<file path="config.mk">
export PLATFORM = sky130hd
export DESIGN_NAME = decoder_7segment
export DESIGN_NICKNAME = d
export VERILOG_FILES = /design/src/rtl/decoder_7segment.sv
export SDC_FILE = /design/constraint.sdc
export NUM_CORES = 1
export LEC_CHECK = 0
export ABC_AREA = 1
export CAP_MARGIN = 30
export CORE_AREA = 2 2 39 41
export CTS_CLUSTER_DIAMETER = 120
export DETAILED_ROUTE_END_ITERATION = 8
export DIE_AREA = 0 0 41 43
export PLACE_DENSITY = 0.58
export SYNTH_ARGS = -nofsm -noshare
export SYNTH_HDL_FRONTEND = slang
export SYNTH_SLANG_ARGS = --single-unit
</file>
<file path="constraint.sdc">
create_clock -name clk -period 0.8 [get_ports clk]
set_input_delay 0.08 -clock clk [delete_from_list [all_inputs] [get_ports clk]]
set_output_delay 0.08 -clock clk [all_outputs]
set_load 0.02 [all_outputs]
</file>
<file path="src/rtl/decoder_7segment.sv">
// Registered hex/BCD to seven-segment decoder driving one display digit.
// Output bits are {g,f,e,d,c,b,a}; polarity and hex support are set by parameters.
module decoder_7segment #(
    parameter bit ACTIVE_LOW = 1'b1,
    parameter bit HEX_EN     = 1'b1
) (
    input  logic       clk,
    input  logic       rst_n,
    input  logic [3:0] In,
    output logic [6:0] segmentDisplay
);

    localparam logic [6:0] BLANK = ACTIVE_LOW ? 7'h7F : 7'h00;

    logic [6:0] litPattern;
    logic [6:0] segmentNext;

    // litPattern is active-high; an X/Z code falls to the default and stays dark.
    always_comb begin
        litPattern = 7'h00;
        case (In)
            4'd0:    litPattern = 7'h3F;
            4'd1:    litPattern = 7'h06;
            4'd2:    litPattern = 7'h5B;
            4'd3:    litPattern = 7'h4F;
            4'd4:    litPattern = 7'h66;
            4'd5:    litPattern = 7'h6D;
            4'd6:    litPattern = 7'h7D;
            4'd7:    litPattern = 7'h07;
            4'd8:    litPattern = 7'h7F;
            4'd9:    litPattern = 7'h6F;
            4'd10:   litPattern = HEX_EN ? 7'h77 : 7'h00;
            4'd11:   litPattern = HEX_EN ? 7'h7C : 7'h00;
            4'd12:   litPattern = HEX_EN ? 7'h39 : 7'h00;
            4'd13:   litPattern = HEX_EN ? 7'h5E : 7'h00;
            4'd14:   litPattern = HEX_EN ? 7'h79 : 7'h00;
            4'd15:   litPattern = HEX_EN ? 7'h71 : 7'h00;
            default: litPattern = 7'h00;
        endcase
        segmentNext = ACTIVE_LOW ? ~litPattern : litPattern;
    end

    always_ff @(posedge clk or negedge rst_n) begin
        if (!rst_n) begin
            segmentDisplay <= BLANK;
        end else begin
            segmentDisplay <= segmentNext;
        end
    end

endmodule

</file>
==> impl_metrics.yaml <==
finish:
  layout_commonest_cell: "nand2_1"
  drive_above_1_share_pct: 43.2
  layout-area-overhead-vs-synth_pct: 55.6
  nFillCells: 140
  nNetsFinal: 87
  final_cell_mix: "nand2_1 (18), nand3_1 (9), buf_6 (8)"
  biggestRegsByFlops: "segmentDisplay: 7 flops"
  final_cells: 90
  largest_reg_flops: 7
  antennaDiodeCount: 0
  post-route-util_pct: 50.1
  top_register: "segmentDisplay"
synth:
  synth_area_per_cell_um2: 8.10
  synthCells: 55
  synth_cell_types: 11
  synth.top_cell.area_share_pct: 41.3
  synth_top_area_cell: "dfstp_2"
  synth_area_leaders: "dfstp_2 (41%), ha_1 (17%), nand2_1 (17%), nand3_1 (10%), inv_1 (5.1%)"
  syn_area_um2: 445
  synth_warnings: 0
  syn_nets: 67
  synth_seq_area_share_pct: 41.3
  synth.ff_latch_count: 7
power:
  power_mw: 1.01
  p_leak_nw: 0.361
  p_per_area_nw_per_um2: 1460
  peakVddDrop_uv: 397
worst_setup_path:
  crit_family: "flip-flops"
  worstSetupEndpointType: "primary output"
  required_ps: 720
  crit_chain: "buf_6"
  slowest_stage: "dfstp_2"
  critPathKind: "flip-flop to primary output"
  critPathMaxFanout: 1
  crit_path_start_kind: "flip-flop"
  crit_arrival_ps: 880
  path_buf_inv: 1
  critPathMaxStageDelay_ps: 530
floorplan:
  core_area_um2: 1380
  die_area_um2: 1760
  num_io_pins: 13
  rows: 14
  initial_utilization_pct: 32.2
  die_x_um: 41
  dieHeight_um: 43
global_routing:
  antenna_found_initial: 0
  grt_pass1_vias: 363
  track_usage_pct: 12.0
  grt_max_degree: 9
  grt_pass1_wl_um: 1410
  grt.overflow.total: 0
placed_design:
  gp_congestion: 0.792
  placed_cells: 86
  hpwl_um: 672
  port_buffers: 12
sta:
  slew_headroom_pct: 81.5
  finalSetupViolations: 7
  tightest_slew_ps: 277
  rsz0062_at_grt: "true"
  finalHoldViolations: 0
  period_share_pct: 120
  holdWs_ps: 196
  drv_slew: 0
  period_minus_slack_ps: 959
  fmax_mhz: 1040
  fin_tns_setup_ps: -1050
  layout_setup_ws_ps: -159
worst_hold_path:
  whs_path_depth: 3
  hold_path.class: "input port to flip-flop"
  worstHoldStart: "In[3]"
  hold_end: "segmentDisplay[5]"
clock_tree:
  max-clock-path-buffers: 2
  cts_tree: "built"
  cts.htree.levels: 1
  clk_pin_slew_ps: 50
  cts.sinks: 7
  cts_buffers: 3
  cts_root_buf: "clkbuf_4"
route:
  vias: 393
  routed_wl_um: 820
  wl_per_cell_um: 9.11
  drtAntennaViolNets: 0
  drc: 0
  dr.pass1.iters: 3
  drt-initial-drc-count: 5
  avgViaCountPerCell: 4.37
job:
  drv_cap: 0
run_status:
  violations: "setup timing"
  status: "complete, but fails checks"
-- through the flow --
stage | instance area [um2] | worst slack (ps)
after floorplan | 445 | 70.3
final | 693 | -159
after global placement | 617 | -478
after CTS | 667 | -180
after detailed placement | 617 | -480
after global routing | 693 | -191
-- worst max-delay path by stage --
stage	startpoint	endpoint	depth (start not counted)
2_1_floorplan	In[0]	segmentDisplay[3]	7
3_3_place_gp	In[0]	segmentDisplay[3]	8
3_5_place_dp	In[0]	segmentDisplay[3]	8
4_1_cts	segmentDisplay[2]	segmentDisplay[2]	1
5_1_grt	segmentDisplay[2]	segmentDisplay[2]	1
6_report	segmentDisplay[2]	segmentDisplay[2]	1
-- cells by family after synthesis --
kind of cell / after synthesis / share of synthesized area [%]
buffers and inverters: 9 / 10.4
flip-flops: 7 / 41.3
AND/OR/NAND/NOR: 31 / 29.2
AO/OA/AOI/OAI: 2 / 2.25
adder cells (fa/ha/maj): 6 / 16.9
-- cells in the mapped netlist --
master   count
o21ai_1      2
dfstp_2      7
nor2_1       1
buf_6        1
nand2_2      1
inv_1        6
ha_1         6
nand2_1     20
nand3_1      9
inv_6        1
inv_2        1
-- final cells by class --
type                            instances  area (um2)  share of cell area [%]
Clock buffer                            4        26.3                    3.79
Sequential cell                         7         184                    26.5
Timing Repair Buffer                   16         179                    25.8
Multi-Input combinational cell         39         249                    35.9
Inverter                                8        35.0                    5.05
Tap cell                               16        20.0                    2.89
-- repair_timing --
action,CTS,global route
hold buffers,0,0
hold endpoints to repair,0,0
setup buffers,0,0
pin swaps,2,1
endpoints found under the setup margin,14,14
gates resized for setup,49,8
-- report_power, final --
group | switching (mW) | internal [mW]
clock | 0.114 | 0.189
combinational | 0.150 | 0.141
sequential | 0.0133 | 0.408
-- metal layers --
| metal | share of wire, % | GRT usage (%) | vias to the layer above |
|---|---|---|---|
| met5 | 0 | 0 | - |
| met4 | 0 | 10.0 | 0 |
| met3 | 5.9 | 1.57 | 0 |
| met2 | 56 | 19.7 | 12 |
| met1 | 38 | 12.4 | 175 |
| li1 | - | - | 206 |
Power figures use the tool's default switching activity.
